$ cat config.mk
export PLATFORM = sky130hd
export DESIGN_NAME = id_ex_operand_stage
export DESIGN_NICKNAME = d
export VERILOG_FILES = /design/src/rtl/id_ex_operand_stage.sv
export SDC_FILE = /design/constraint.sdc
export NUM_CORES = 1
export LEC_CHECK = 0
export ABC_AREA = 1
export ABC_CLOCK_PERIOD_IN_PS = 5000
export CORE_MARGIN = 2
export CORE_UTILIZATION = 35
export CTS_CLUSTER_DIAMETER = 100
export DETAILED_ROUTE_END_ITERATION = 16
export GPL_ROUTABILITY_DRIVEN = 0
export PLACE_DENSITY_LB_ADDON = 0.1
export SKIP_LAST_GASP = 1
export SLEW_MARGIN = 40
export SYNTH_ARGS = -nofsm -noshare
export SYNTH_HDL_FRONTEND = slang
export SYNTH_SLANG_ARGS = --single-unit
$ cat constraint.sdc
create_clock -name clk -period 5 [get_ports clk]
set_clock_uncertainty 0.1 [all_clocks]
set_input_delay 1.25 -clock clk [delete_from_list [all_inputs] [get_ports clk]]
set_output_delay 1.25 -clock clk [all_outputs]
set_load 0.01 [all_outputs]
$ cat src/rtl/id_ex_operand_stage.sv
// ID/EX pipeline register with EX/MEM and MEM/WB operand forwarding and
// load-use hazard detection. Drives the EX-stage ALU operands and opcode.
module id_ex_operand_stage #(
  parameter int WIDTH = 32,
  parameter int RBITS = 5
) (
  input  logic             clk,
  input  logic             rst,
  input  logic             id_valid,
  input  logic [WIDTH-1:0] id_rs_data,
  input  logic [WIDTH-1:0] id_rt_data,
  input  logic [WIDTH-1:0] id_imm,
  input  logic [RBITS-1:0] id_rs,
  input  logic [RBITS-1:0] id_rt,
  input  logic [RBITS-1:0] id_rd,
  input  logic [2:0]       id_alu_op,
  input  logic             id_alu_src,
  input  logic             id_reg_dst,
  input  logic             id_reg_write,
  input  logic             id_mem_read,
  input  logic             id_mem_write,
  input  logic             id_mem_to_reg,
  input  logic             flush,
  input  logic             mem_reg_write,
  input  logic [RBITS-1:0] mem_rd,
  input  logic [WIDTH-1:0] mem_alu_res,
  input  logic             wb_reg_write,
  input  logic [RBITS-1:0] wb_rd,
  input  logic [WIDTH-1:0] wb_data,
  output logic [WIDTH-1:0] alu_a,
  output logic [WIDTH-1:0] alu_b,
  output logic [2:0]       alu_op,
  output logic [WIDTH-1:0] ex_store_data,
  output logic [RBITS-1:0] ex_dest,
  output logic             ex_valid,
  output logic             ex_reg_write,
  output logic             ex_mem_read,
  output logic             ex_mem_write,
  output logic             ex_mem_to_reg,
  output logic             stall
);

  typedef struct packed {
    logic valid;
    logic reg_write;
    logic mem_read;
    logic mem_write;
    logic mem_to_reg;
  } ctrl_t;

  logic [WIDTH-1:0] rs_data_q, rt_data_q, imm_q;
  logic [RBITS-1:0] rs_q, rt_q, dest_q;
  logic [2:0]       alu_op_q;
  logic             alu_src_q;
  ctrl_t            ctrl_q;

  logic             bubble;
  logic [WIDTH-1:0] fwd_rs, fwd_rt;

  assign bubble = flush | stall;

  // NOTE: state registers use non-blocking assignments so every flop samples
  // pre-edge values regardless of process ordering.
  always_ff @(posedge clk or posedge rst) begin
    if (rst) begin
      rs_data_q <= '0;
      rt_data_q <= '0;
      imm_q     <= '0;
      rs_q      <= '0;
      rt_q      <= '0;
      dest_q    <= '0;
      alu_op_q  <= '0;
      alu_src_q <= 1'b0;
      ctrl_q    <= '0;
    end else if (bubble) begin
      // Data fields are don't-care in a bubble; only the control is killed.
      ctrl_q <= '0;
    end else begin
      rs_data_q <= id_rs_data;
      rt_data_q <= id_rt_data;
      imm_q     <= id_imm;
      rs_q      <= id_rs;
      rt_q      <= id_rt;
      dest_q    <= id_reg_dst ? id_rd : id_rt;
      alu_op_q  <= id_alu_op;
      alu_src_q <= id_alu_src;
      ctrl_q    <= '{valid:      id_valid,
                     reg_write:  id_reg_write,
                     mem_read:   id_mem_read,
                     mem_write:  id_mem_write,
                     mem_to_reg: id_mem_to_reg};
    end
  end

  // NOTE: every combinational output gets a default first so no path can
  // leave it unassigned and infer a latch.
  always_comb begin
    fwd_rs = rs_data_q;
    if (mem_reg_write && mem_rd != '0 && mem_rd == rs_q)
      fwd_rs = mem_alu_res;
    else if (wb_reg_write && wb_rd != '0 && wb_rd == rs_q)
      fwd_rs = wb_data;

    fwd_rt = rt_data_q;
    if (mem_reg_write && mem_rd != '0 && mem_rd == rt_q)
      fwd_rt = mem_alu_res;
    else if (wb_reg_write && wb_rd != '0 && wb_rd == rt_q)
      fwd_rt = wb_data;
  end

  assign alu_a         = fwd_rs;
  assign alu_b         = alu_src_q ? imm_q : fwd_rt;
  assign ex_store_data = fwd_rt;
  assign alu_op        = alu_op_q;
  assign ex_dest       = dest_q;
  assign ex_valid      = ctrl_q.valid;
  assign ex_reg_write  = ctrl_q.reg_write;
  assign ex_mem_read   = ctrl_q.mem_read;
  assign ex_mem_write  = ctrl_q.mem_write;
  assign ex_mem_to_reg = ctrl_q.mem_to_reg;

  // A load in EX feeding the instruction in ID cannot be forwarded in time.
  assign stall = ctrl_q.mem_read && dest_q != '0 &&
                 (dest_q == id_rs || dest_q == id_rt) && id_valid && !flush;

endmodule

==> metrics.txt <==
synthesized-area fraction occupied by adder cells=0%; Max-Cap Viols=0; Max Transition Viols Final=0; antenna violations before repair=1; total wire length=29100 microns; Largest regs=imm_q: 32 flops, rs_data_q: 32 flops, rt_data_q: 32 flops; FF/Latch Area=3000 sq um; distinct cell type count after synthesis=25; r2r setup slk=2.27 ns; RSZ-0062 raised after global routing=no; crit end category=primary output; Reg clk slew, reported paths=0.05 ns; P_sw=1030 uW; port bufs=309; crit path DAT=between 3 and 4 ns; number of fill cells=2169; first-pass GRT wire length=46200 microns; pwr dens=295 nW/um^2; final instance area=around 12000 sq um; Syn-to-layout area delta=52.3%; drt pass-1 iters=7; WP data required=between 3 and 4 ns; Initial Util=35.3%; die width=152 microns; multi-input logic area=3850 sq um; Clk pwr share=about two fifths; CTS tree=done; met2 Track Usage GR=41.2%; Worst Hold Class=flop to flop; row count=54; fraction of the mapped netlist area in simple logic gates=43.8%; CTS Sinks=120; largest family of logic cells by synthesized area=simple AND/OR/NAND/NOR gates; Post-Syn Instances=1127; XOR/XNOR Fraction of Synth Area=around 3.1%; initial detailed-routing violation count=495; Sum Neg Setup Slack=0 ns; DP HPWL=between 20000 and 25000 microns; GRT met1 Usage=32.3%; Placed Area=11000 sq um; Flop pwr share=about a third; Clock Latency Late Sink=0.41 ns; Final Cycle Share=96.6%; GRT Total Usage=25.1%; die area=about 23000 sq um; Root Buffer=clkbuf_16; Comb pwr share=between 20 and 30%; io pins=310; Via-to-Cell Ratio=4.98; critical path launch point type=input pin; DRC Markers=0; post-synthesis mux area share=0.441%; Post-CTS Setup Inserts=0; Max-Slew Margin vs Limit=46.6%; post-layout util=a little over half; Synth Area per Inst=6.80 sq um; total CTS buffers=17; Period minus WS final=4.83 ns; Final ANT Viol Nets=0; met3 usage=7.50%; post-synthesis sequential area ratio=39.2%; Finish-stage setup viols=0; clock tree buffer depth=2; Pleak=0.00582 uW; post-synth net total=~1300; vias after detailed routing=8434; share of layout cells above drive strength 1=5.24%; GR Overflow Total=0; grt peak-use layer=met2; post-route worst setup slack=0.172 ns; critical path peak fanout=20; Switching Share=roughly 30%; NumNets Final=1598; Die Y-Extent=~150 microns; Max H-tree Level=4; fmax=between 0.2 and 0.25 GHz; core area=21700 sq um; Peak VDD IR=0.000207 V; worst slew pin tran=roughly 0.8 ns; CP Class=input pin to primary output; pre-CTS setup slack=0.0786 ns; Synth Area in Compound Gates=~2.3%; vias in the first global route=8272; outcome=finished clean; DR WL/cell=~17 microns; Fin. Hold Viols=0; Ys Warns=0; cell internal pwr=2420 uW; Synth Cell Area=between 7000 and 8000 sq um; FF+latch count, synth=120; largest net degree at the start of global routing=103
[what timing repair did]
item / in CTS / in global routing
resized for setup: 0 / 3
endpoints found under the hold margin: 0 / 0
hold buffers: 0 / 0
endpoints found under the setup margin: 0 / 8
[layout by cell type (no fill, tap or decap), drive strengths merged, types with 15 or more instances in the layout]
master / instances
dfrtp: 120
nand2: 376
and2: 32
nand3: 282
clkbuf: 18
nor2: 19
xor2: 15
inv: 115
o21ai: 34
buf: 24
nand4: 33
clkdlybuf4s50: 307
[cell usage after synthesis (all sizes together)]
| cell | instances | area [sq um] |
|---|---|---|
| nor2 | 19 | 73.8 |
| buf | 48 | 309 |
| clkbuf | 33 | 124 |
| xor2 | 15 | 131 |
| nand3 | 282 | 1420 |
| xnor2 | 12 | 105 |
| nand4 | 33 | 206 |
| a21oi | 1 | 5.00 |
| o21ai | 34 | 170 |
| nand2 | 376 | 1420 |
| and2 | 32 | 200 |
| mux2 | 3 | 33.8 |
| dfrtp | 120 | 3000 |
| nor3 | 5 | 41.3 |
| inv | 114 | 428 |
[kinds of logic after synthesis]
group                     after synthesis
buffers and inverters                 195
and+or+nand+nor                       747
muxes                                   3
DFF                                   120
xor gates and xnor gates               27
AOI/OAI and AO/OA                      35
[through the flow]
stage                     cells  hold slack [ns]  power, uW
after floorplan            1127            0.342       1580
after global placement     1659            0.353       2130
after detailed placement   1659            0.358       2140
after CTS                  1691            0.373       3480
after global routing       1692            0.381       3630
final                      1693            0.368       3450
[cell type report]
type                    count  area share [%]
diodes                      2          0.0429
clock buffers              18            3.76
clock inverters            14            1.69
inverters                 114            3.75
multi-input cells         812            33.0
flip-flops and latches    120            25.7
well taps                 280            3.00
repair buffers            333            29.0
[metal layers]
metal / vias to the layer above / share of wire (%)
met5: - / 0
met4: 0 / 1.7
met3: 31 / 8.0
met2: 318 / 48
met1: 3914 / 42
li1: 4171 / -
[power groups by stage]
stage | Sequential, uW | Clock [uW] | Combinational, uW
finish | 1120 | 1330 | 997
global placement | 1140 | 0 | 998
global route | 1130 | 1400 | 1090
detailed placement | 1140 | 0 | 1000
CTS | 1120 | 1350 | 1010
floorplan | 1130 | 0 | 455
[worst paths after layout]
path                       depth (start not counted)       endpoint     startpoint
setup / recovery                                  11      alu_b[17]       wb_rd[1]
hold / removal                                     2  rs_data_q[10]  rs_data_q[10]
setup reg to reg                                  10      imm_q[26]     ex_dest[0]
hold reg to reg                                    2  rs_data_q[10]  rs_data_q[10]
max in group asynchronous                          3  rt_data_q[15]            rst
min in group asynchronous                          2     ex_dest[0]            rst
[worst max-delay path: stages]
cell and delay (ns):
clkdlybuf4s50_1 0.59, nand2_1 0.07, nand2_1 0.09, nand2_1 0.09, nor2_4 0.14, buf_4 0.27, nand4_1 0.12, nand3_1 0.12
nand3_1 0.08, nand2_1 0.09, clkdlybuf4s50_1 0.56
Power figures use the tool's default switching activity.
